$ cat src/rtl/cache_controller_if.sv
// Control/status bundle between the cache controller FSM and the cache datapath.
interface cache_internal_if;
    logic miss_recovery_mode;
    logic process_lru_counters;
    logic clear_selected_dirty_bit;
    logic set_selected_dirty_bit;
    logic perform_write;
    logic clear_selected_valid_bit;
    logic finish_new_line_install;
    logic set_hmem_block_address;
    logic use_victim_tag_for_hmem_block_address;
    logic reset_counter;
    logic decrement_counter;
    logic counter_done;
    logic valid_block_match;
    logic valid_dirty_bit;

    modport controller (
        output miss_recovery_mode, process_lru_counters, clear_selected_dirty_bit,
               set_selected_dirty_bit, perform_write, clear_selected_valid_bit,
               finish_new_line_install, set_hmem_block_address,
               use_victim_tag_for_hmem_block_address, reset_counter, decrement_counter,
        input  counter_done, valid_block_match, valid_dirty_bit
    );

    modport datapath (
        input  miss_recovery_mode, process_lru_counters, clear_selected_dirty_bit,
               set_selected_dirty_bit, perform_write, clear_selected_valid_bit,
               finish_new_line_install, set_hmem_block_address,
               use_victim_tag_for_hmem_block_address, reset_counter, decrement_counter,
        output counter_done, valid_block_match, valid_dirty_bit
    );
endinterface

$ cat src/rtl/cache_controller.sv
// Single-level cache control FSM: lookup, dirty writeback, line fill, install and replay,
// with saturating hit/miss/writeback statistics.
module cache_controller #(
    parameter int STAT_WIDTH = 32
) (
    input  logic                  clk,
    input  logic                  reset,
    input  logic                  req_valid,
    input  logic                  req_op,
    output logic                  req_fulfilled,
    output logic                  hmem_req_valid,
    output logic                  hmem_op,
    input  logic                  hmem_req_fulfilled,
    cache_internal_if.controller  ctrl,
    output logic [STAT_WIDTH-1:0] hit_count,
    output logic [STAT_WIDTH-1:0] miss_count,
    output logic [STAT_WIDTH-1:0] wb_count
);

    typedef enum logic [2:0] {IDLE, COMPARE, WRITEBACK, ALLOCATE, INSTALL} state_t;

    state_t state;
    state_t state_next;
    logic   replay;
    logic   hit_event;
    logic   miss_event;
    logic   wb_event;

    function automatic logic [STAT_WIDTH-1:0] sat_inc(input logic [STAT_WIDTH-1:0] v);
        return (&v) ? v : v + STAT_WIDTH'(1);
    endfunction

    always_comb begin
        // NOTE: every output gets a 0 default before the case, so no latch is inferred
        // and any state that does not mention an output leaves it low.
        state_next                                 = state;
        req_fulfilled                              = 1'b0;
        hmem_req_valid                             = 1'b0;
        hmem_op                                    = 1'b0;
        ctrl.miss_recovery_mode                    = 1'b0;
        ctrl.process_lru_counters                  = 1'b0;
        ctrl.clear_selected_dirty_bit              = 1'b0;
        ctrl.set_selected_dirty_bit                = 1'b0;
        ctrl.perform_write                         = 1'b0;
        ctrl.clear_selected_valid_bit              = 1'b0;
        ctrl.finish_new_line_install               = 1'b0;
        ctrl.set_hmem_block_address                = 1'b0;
        ctrl.use_victim_tag_for_hmem_block_address = 1'b0;
        ctrl.reset_counter                         = 1'b0;
        ctrl.decrement_counter                     = 1'b0;

        case (state)
            IDLE: begin
                if (req_valid) state_next = COMPARE;
            end
            COMPARE: begin
                if (ctrl.valid_block_match) begin
                    req_fulfilled                = 1'b1;
                    ctrl.process_lru_counters    = 1'b1;
                    ctrl.set_selected_dirty_bit  = req_op;
                    ctrl.perform_write           = req_op;
                    state_next                   = IDLE;
                end else begin
                    ctrl.set_hmem_block_address  = 1'b1;
                    ctrl.reset_counter           = 1'b1;
                    ctrl.miss_recovery_mode      = 1'b1;
                    if (ctrl.valid_dirty_bit) begin
                        ctrl.use_victim_tag_for_hmem_block_address = 1'b1;
                        state_next                                 = WRITEBACK;
                    end else begin
                        ctrl.clear_selected_valid_bit = 1'b1;
                        state_next                    = ALLOCATE;
                    end
                end
            end
            WRITEBACK: begin
                ctrl.miss_recovery_mode = 1'b1;
                hmem_req_valid          = 1'b1;
                hmem_op                 = 1'b1;
                if (hmem_req_fulfilled) begin
                    if (ctrl.counter_done) begin
                        // Victim is now clean and invalid; retarget hmem at the missing line.
                        ctrl.clear_selected_dirty_bit = 1'b1;
                        ctrl.clear_selected_valid_bit = 1'b1;
                        ctrl.set_hmem_block_address   = 1'b1;
                        ctrl.reset_counter            = 1'b1;
                        state_next                    = ALLOCATE;
                    end else begin
                        ctrl.decrement_counter = 1'b1;
                    end
                end
            end
            ALLOCATE: begin
                ctrl.miss_recovery_mode = 1'b1;
                hmem_req_valid          = 1'b1;
                if (hmem_req_fulfilled) begin
                    ctrl.perform_write = 1'b1;
                    if (ctrl.counter_done) state_next = INSTALL;
                    else                   ctrl.decrement_counter = 1'b1;
                end
            end
            INSTALL: begin
                ctrl.finish_new_line_install = 1'b1;
                ctrl.miss_recovery_mode      = 1'b1;
                state_next                   = COMPARE;
            end
            default: state_next = IDLE;
        endcase
    end

    // The replay lookup after INSTALL is bookkeeping, not a new CPU access.
    assign hit_event  = (state == COMPARE) && ctrl.valid_block_match && !replay;
    assign miss_event = (state == COMPARE) && !ctrl.valid_block_match && !replay;
    assign wb_event   = (state == WRITEBACK) && hmem_req_fulfilled && ctrl.counter_done;

    always_ff @(posedge clk or posedge reset) begin
        if (reset) begin
            state      <= IDLE;
            replay     <= 1'b0;
            hit_count  <= '0;
            miss_count <= '0;
            wb_count   <= '0;
        end else begin
            // NOTE: non-blocking assignments so every register samples pre-edge values.
            state <= state_next;
            if (state == INSTALL)
                replay <= 1'b1;
            else if (state == COMPARE && ctrl.valid_block_match)
                replay <= 1'b0;
            if (hit_event)  hit_count  <= sat_inc(hit_count);
            if (miss_event) miss_count <= sat_inc(miss_count);
            if (wb_event)   wb_count   <= sat_inc(wb_count);
        end
    end

endmodule

$ cat src/flat_wrapper.sv
// flat-port wrapper written by rule: the top's interface ports become plain ports
module cache_controller_flat 
#(
    parameter int STAT_WIDTH = 32
)
  (clk, reset, req_valid, req_op, req_fulfilled, hmem_req_valid, hmem_op, hmem_req_fulfilled, hit_count, miss_count, wb_count, ctrl_miss_recovery_mode, ctrl_process_lru_counters, ctrl_clear_selected_dirty_bit, ctrl_set_selected_dirty_bit, ctrl_perform_write, ctrl_clear_selected_valid_bit, ctrl_finish_new_line_install, ctrl_set_hmem_block_address, ctrl_use_victim_tag_for_hmem_block_address, ctrl_reset_counter, ctrl_decrement_counter, ctrl_counter_done, ctrl_valid_block_match, ctrl_valid_dirty_bit);
  cache_internal_if ctrl_i ();
  input  logic clk;
  input  logic reset;
  input  logic req_valid;
  input  logic req_op;
  output logic req_fulfilled;
  output logic hmem_req_valid;
  output logic hmem_op;
  input  logic hmem_req_fulfilled;
  output logic [STAT_WIDTH-1:0] hit_count;
  output logic [STAT_WIDTH-1:0] miss_count;
  output logic [STAT_WIDTH-1:0] wb_count;
  output wire logic [$bits(ctrl_i.miss_recovery_mode)-1:0] ctrl_miss_recovery_mode;
  output wire logic [$bits(ctrl_i.process_lru_counters)-1:0] ctrl_process_lru_counters;
  output wire logic [$bits(ctrl_i.clear_selected_dirty_bit)-1:0] ctrl_clear_selected_dirty_bit;
  output wire logic [$bits(ctrl_i.set_selected_dirty_bit)-1:0] ctrl_set_selected_dirty_bit;
  output wire logic [$bits(ctrl_i.perform_write)-1:0] ctrl_perform_write;
  output wire logic [$bits(ctrl_i.clear_selected_valid_bit)-1:0] ctrl_clear_selected_valid_bit;
  output wire logic [$bits(ctrl_i.finish_new_line_install)-1:0] ctrl_finish_new_line_install;
  output wire logic [$bits(ctrl_i.set_hmem_block_address)-1:0] ctrl_set_hmem_block_address;
  output wire logic [$bits(ctrl_i.use_victim_tag_for_hmem_block_address)-1:0] ctrl_use_victim_tag_for_hmem_block_address;
  output wire logic [$bits(ctrl_i.reset_counter)-1:0] ctrl_reset_counter;
  output wire logic [$bits(ctrl_i.decrement_counter)-1:0] ctrl_decrement_counter;
  input wire logic [$bits(ctrl_i.counter_done)-1:0] ctrl_counter_done;
  input wire logic [$bits(ctrl_i.valid_block_match)-1:0] ctrl_valid_block_match;
  input wire logic [$bits(ctrl_i.valid_dirty_bit)-1:0] ctrl_valid_dirty_bit;
  assign ctrl_miss_recovery_mode = ctrl_i.miss_recovery_mode;
  assign ctrl_process_lru_counters = ctrl_i.process_lru_counters;
  assign ctrl_clear_selected_dirty_bit = ctrl_i.clear_selected_dirty_bit;
  assign ctrl_set_selected_dirty_bit = ctrl_i.set_selected_dirty_bit;
  assign ctrl_perform_write = ctrl_i.perform_write;
  assign ctrl_clear_selected_valid_bit = ctrl_i.clear_selected_valid_bit;
  assign ctrl_finish_new_line_install = ctrl_i.finish_new_line_install;
  assign ctrl_set_hmem_block_address = ctrl_i.set_hmem_block_address;
  assign ctrl_use_victim_tag_for_hmem_block_address = ctrl_i.use_victim_tag_for_hmem_block_address;
  assign ctrl_reset_counter = ctrl_i.reset_counter;
  assign ctrl_decrement_counter = ctrl_i.decrement_counter;
  assign ctrl_i.counter_done = ctrl_counter_done;
  assign ctrl_i.valid_block_match = ctrl_valid_block_match;
  assign ctrl_i.valid_dirty_bit = ctrl_valid_dirty_bit;
  cache_controller #(.STAT_WIDTH(STAT_WIDTH)) u_core (.clk(clk), .reset(reset), .req_valid(req_valid), .req_op(req_op), .req_fulfilled(req_fulfilled), .hmem_req_valid(hmem_req_valid), .hmem_op(hmem_op), .hmem_req_fulfilled(hmem_req_fulfilled), .ctrl(ctrl_i), .hit_count(hit_count), .miss_count(miss_count), .wb_count(wb_count));
endmodule
$ cat config.mk
export PLATFORM = sky130hd
export DESIGN_NAME = cache_controller_flat
export DESIGN_NICKNAME = d
export VERILOG_FILES = /design/src/rtl/cache_controller_if.sv /design/src/rtl/cache_controller.sv /design/src/flat_wrapper.sv
export SDC_FILE = /design/constraint.sdc
export NUM_CORES = 1
export LEC_CHECK = 0
export CORE_MARGIN = 5
export CORE_UTILIZATION = 27
export DETAILED_ROUTE_END_ITERATION = 10
export GPL_TIMING_DRIVEN = 0
export PLACE_DENSITY = 0.6
export SYNTH_ARGS = -nofsm -noshare
export SYNTH_HDL_FRONTEND = slang
export SYNTH_SLANG_ARGS = --single-unit
$ cat constraint.sdc
create_clock -name clk -period 3.4 [get_ports clk]
set_input_delay 0.68 -clock clk [delete_from_list [all_inputs] [get_ports clk]]
set_output_delay 0.68 -clock clk [all_outputs]
set_load 0.005 [all_outputs]
**Yosys cells after proc, flatten, opt, wreduce, memory -nomap -nowiden**

Cells that the tools add are included.

- Output and inout bits: 110
- Flip-flop bits (word level): 100
- Logic and storage cells: 73
- Input bits: 8

- Equal/unequal tests: 9
- Bitwise operators: 3
- $add $sub $neg: 3
- Mux-type cells: 34
- Reductions and logical operators: 19

Operator list:

| operator | number |
|---|---|
| adder 32 x 1 -> 32 bit (second input constant) | 3 |
| AND reduction 32 bit | 3 |
| two-way mux 1 bit | 23 |
| two-way mux 3 bit | 6 |
| one-hot mux 3 bit (5 select lines) | 1 |
| inequality test 2 bit (second input constant) | 5 |
| one-hot mux 1 bit (2 select lines) | 4 |
| equality test 3 x 2 -> 1 bit (second input constant) | 2 |
| logical AND 1 bit | 6 |
| AND reduction 2 bit | 3 |
| AND reduction 5 bit | 1 |
| equality test 3 x 1 -> 1 bit (second input constant) | 1 |
| equality test 3 bit (second input constant) | 1 |
| zero test 3 bit | 1 |
| inverter 1 bit | 3 |
| OR reduction 3 bit | 1 |
| zero test 1 bit | 2 |
| nonzero test 2 bit | 1 |
| OR reduction 2 bit | 1 |

**Longest topological paths before layout**

- Word-level depth: 4
- Gate-level depth with buffers: 8
- Gate-level depth less buffers: 6

**Least setup slack after synthesis**

Ideal clock, no wire load.

- Kind: input -> register
- Start point: input port ctrl_valid_block_match
- End point: register u_core.miss_count[30]
- Buffers on the path: 0
- Stages: 5
- Arrival: 2.381 ns
- Required time: 3.321 ns
- Slack: 0.940 ns
- Setup time: 0.079 ns
- Cell sequence: or4b_4 > or3_4 > or4b_4 > nor3_2 > xor2_1

- Word-level cells in the longest chain between the ends: 4

RTL lines:

| element | RTL line | source |
|---|---|---|
| from (decl) | flat_wrapper.sv:31 | `input wire logic [$bits(ctrl_i.valid_block_match)-1:0] ctrl_valid_block_match;` |
| zero test 1 bit | cache_controller.sv:113 | `assign miss_event = (state == COMPARE) && !ctrl.valid_block_match && !replay;` |
| logical AND 1 bit (2 in series) | cache_controller.sv:113 |  |
| AND reduction 2 bit (no line) | n/a |  |
| to (signal assigned) | cache_controller.sv:131 | `if (miss_event) miss_count <= sat_inc(miss_count);` |
| to (decl) | cache_controller.sv:16 | `output logic [STAT_WIDTH-1:0] miss_count,` |

No other way between the ends.
A chain may end at the register's enable or synchronous reset.

**Worst setup path after layout**

- Start point: input port hmem_req_fulfilled
- End point: output port ctrl_set_hmem_block_address

- Word-level cells in the longest chain between the ends: 2

RTL lines:

| element | RTL line | source |
|---|---|---|
| from (decl) | flat_wrapper.sv:15 | `input logic hmem_req_fulfilled;` |
| two-way mux 1 bit | cache_controller.sv:80 | `if (hmem_req_fulfilled) begin` |
| one-hot mux 1 bit (2 select lines) | cache_controller.sv:52 | `case (state)` |
| to (decl) | flat_wrapper.sv:26 | `output wire logic [$bits(ctrl_i.set_hmem_block_address)-1:0] ctrl_set_hmem_block_address;` |

No other way between the ends.

==> results by group <==
Run status
  – Status: complete, no violations

Clocking
  – Clk sinks: 100
  – Hold Buf Count CTS: 0
  – CTS tree: yes
  – Max H-tree Level: 3
  – Clock transition at path regs: 70 ps
  – Cts repair resizes: 0
  – Max clock buf depth: 2
  – CTS buffer count: 9
  – Clk_lat worst skew: between 300 and 400 ps
  – Setup Buffers After CTS: 0
  – CTS root buf: clkbuf_16

Drt
  – Routed Antenna Nets: 0
  – Via count: ~4,200
  – Routed WL: ~14,000 um
  – Initial drt markers: 207
  – Drt wl/cell: 15.6 um
  – Vias per cell: 4.80
  – # DRC: 0
  – Drt pass-1 iters: 4

Cells and area
  – Final Instance Area: ~0.0069 sq mm
  – Fin cells: 882
  – Share of post-route cells with drive strength above 1: 6.96%
  – Nets: 653
  – Area Growth Syn to Fin: 34.9%

Die
  – Initial Util: 27.4%
  – Num rows: 50
  – Core area: about 0.019 sq mm
  – I/O pin count: 118
  – Die Footprint: 0.0219 sq mm
  – Die X: 148 um
  – Die height: 148 um

Placed design
  – I/O Buffers: around 120
  – Setup slack after placement: 90.3 ps
  – Dpl hpwl: 10,100 um
  – Gp weighted congestion: 0.815
  – Instance area at placement: around 0.0066 sq mm
  – DP Cell Count: 864

Worst setup path
  – Required @ worst endpoint: 2720 ps
  – Crit end category: primary output
  – Slowest stage cell, crit path: clkdlybuf4s50_1
  – CP Cell Sequence: clkdlybuf4s50_1 -> nand4b_1 -> buf_4 -> a21oi_1 -> buf_4 -> clkdlybuf4s50_1
  – Worst path max stage delay: 580 ps
  – CP Max Fanout: 5
  – Startpoint types: primary input
  – Reg2reg path depth: 6
  – Setup CP Type: primary input to primary output
  – Worst EP arrival: 2580 ps

Power and ir drop
  – Seq pwr share: 46.1%
  – Logic pwr share: 20.8%
  – Total power divided by cell area: ~430 mW/mm^2
  – Switching share of power: between 20 and 30%
  – Leak Pwr: 2.99 nW
  – Cell Int Power: 2.14 mW
  – P_sw: ~0.87 mW
  – Peak supply drop: 0.000303 V
  – Clk pwr share: 33.2%

Hold path
  – Worst Hold Class: flop to flop
  – Hold Path Stages: 1

Synth
  – Synth Area per Inst: 10.0 sq um
  – Most area-consuming cells after synthesis: dfrtp_1, xor2_1, xnor2_1
  – Area leader, netlist: dfrtp_1
  – Seq/Total Area, Yosys: 48.8%
  – Main synth FF type: dfrtp_1
  – Unique cell type count in the Yosys netlist: 45
  – Ys async rst share: between 90% and 100%
  – Syn_nets: about 520
  – Post-synth EDFFs: 0
  – Yosys warns: 0
  – #FFs+latches synth: 100
  – Dominant cell by count in the synthesized netlist: dfrtp_1
  – Synth cell count leaders: dfrtp_1, xor2_1, nand2_1
  – Synth top area share: between 40% and 50%
  – Syn Inst Count: around 500
  – Synthesized area: 0.00513 sq mm

GRT
  – First-pass GRT wire length: 23,200 um
  – Vias in the first global route: 4,247
  – Initial antenna violation count: 1
  – Largest net degree at the start of global routing: 62
  – Gr ovfl total: 0
  – GRT Total Usage: around an eighth

STA
  – Fin crit share: 95.8%
  – Max-slew headroom: 32.2%
  – Final setup fails: 0
  – Pins Over Slew Limit: 0
  – Max Fclk: about 310 MHz
  – Minimum clock period: 3260 ps
  – Worst hold slack: about 490 ps
  – Worst slew pin tran: 1010 ps
  – Hold Vio Cnt, Final: 0
  – Post-route setup slack: 141 ps
  – Clk_skew: 10.5 ps
  – Unrepaired setup endpoints after global routing: no

Flow run
  – # Max-Cap Violations: 0
power groups by stage:
stage          clock network, mW  logic, mW  registers, mW
4_1_cts                     1.04      0.637           1.39
6_report                   0.998      0.625           1.39
3_3_place_gp                   0      0.621           1.41
2_1_floorplan                  0      0.304           1.39
5_1_grt                     1.08      0.697           1.41
3_5_place_dp                   0      0.633           1.41
layout make-up:
type / count / area [sq um]
Fill cell: 1872 / 11800
Multi-Input combinational cell: 387 / 2520
Sequential cell: 100 / 2500
Timing Repair Buffer: 119 / 1210
Tap cell: 234 / 293
Clock buffer: 9 / 225
Buffer: 13 / 66.3
Clock inverter: 7 / 60.1
Inverter: 12 / 47.5
Antenna cell: 1 / 2.50
metal layers:
metal | vias up | routed length, um | global-route usage [%]
met3 | 15 | 722 | 3.25
met1 | 2032 | 6530 | 18.3
li1 | 2097 | - | -
met4 | 0 | 290 | 4.71
met2 | 94 | 6240 | 19.8
met5 | - | 0 | 0
logic make-up after synthesis:
kind of cell               after synthesis  share of synthesized area [%]
and+or+nand+nor                        267                           28.8
DFF                                    100                           48.8
xor gates and xnor gates                86                           14.7
buffers and inverters                   25                           2.17
AOI/OAI and AO/OA                       23                           3.14
muxes                                    8                           1.73
adders and majority gates                3                          0.731
cells in the final DEF (no fill, tap or decap), types with 2 or more instances in the layout:
| cell | Yosys | layout |
|---|---|---|
| a211oi_1 | 2 | 2 |
| a21oi_1 | 5 | 5 |
| and2_1 | 2 | 2 |
| and3_1 | 10 | 10 |
| and4_1 | 10 | 10 |
| buf_2 | 2 | 2 |
| buf_4 | 2 | 3 |
| clkbuf_1 | 8 | 8 |
| clkbuf_16 | 0 | 9 |
| clkdlybuf4s50_1 | 0 | 117 |
| clkinv_4 | 0 | 4 |
| dfrtp_1 | 100 | 100 |
| ha_1 | 3 | 3 |
| inv_1 | 11 | 10 |
| inv_6 | 0 | 2 |
| mux2_2 | 7 | 7 |
| nand2_1 | 52 | 52 |
| nand3_1 | 43 | 43 |
| nand4_1 | 24 | 24 |
| nand4b_1 | 2 | 2 |
| nor2_1 | 30 | 30 |
| nor2b_1 | 3 | 3 |
| nor3_1 | 37 | 37 |
| nor3_2 | 2 | 2 |
| nor3b_1 | 5 | 5 |
| nor4_1 | 19 | 19 |
| nor4b_1 | 4 | 4 |
| o211ai_1 | 3 | 3 |
| o21ai_0 | 8 | 8 |
| o31ai_1 | 2 | 2 |
| or2_2 | 4 | 4 |
| or3_1 | 7 | 7 |
| or4_1 | 4 | 4 |
| or4b_4 | 2 | 2 |
| xnor2_1 | 25 | 25 |
| xor2_1 | 61 | 61 |
registers in the layout (all words and copies together), names as in the netlist:
signal and cells:
u_core.wb_count 32, u_core.miss_count 32, u_core.hit_count 32, u_core.replay 1
u_core.state 3
worst max-delay path, delay by kind of cell:
family	cells	cell delay, ps
simple gates	1	190
compound gates	1	290
buf+inv	4	1430
through the flow:
step           total power, mW  setup TNS (ps)  util (%)
2_1_floorplan             1.69               0         -
3_3_place_gp              2.03         -166210      35.3
3_5_place_dp              2.04               0      35.4
4_1_cts                   3.07               0      36.9
5_1_grt                   3.19               0      37.0
6_report                  3.01               0      37.0
final timing paths:
| check | startpoint | end | slack, ps |
|---|---|---|---|
| max in group asynchronous | reset | u_core.miss_count[9]$_DFFE_PP0P_ | 1970 |
| hold reg to reg | u_core.hit_count[12]$_DFFE_PP0P_ | u_core.hit_count[12]$_DFFE_PP0P_ | 490 |
| setup / recovery | hmem_req_fulfilled | ctrl_set_hmem_block_address | 140 |
| hold / removal | u_core.hit_count[12]$_DFFE_PP0P_ | u_core.hit_count[12]$_DFFE_PP0P_ | 490 |
| setup reg to reg | u_core.hit_count[10]$_DFFE_PP0P_ | u_core.hit_count[21]$_DFFE_PP0P_ | 600 |
| min in group asynchronous | reset | u_core.hit_count[31]$_DFFE_PP0P_ | 720 |
(Power assumes the default switching activity.)
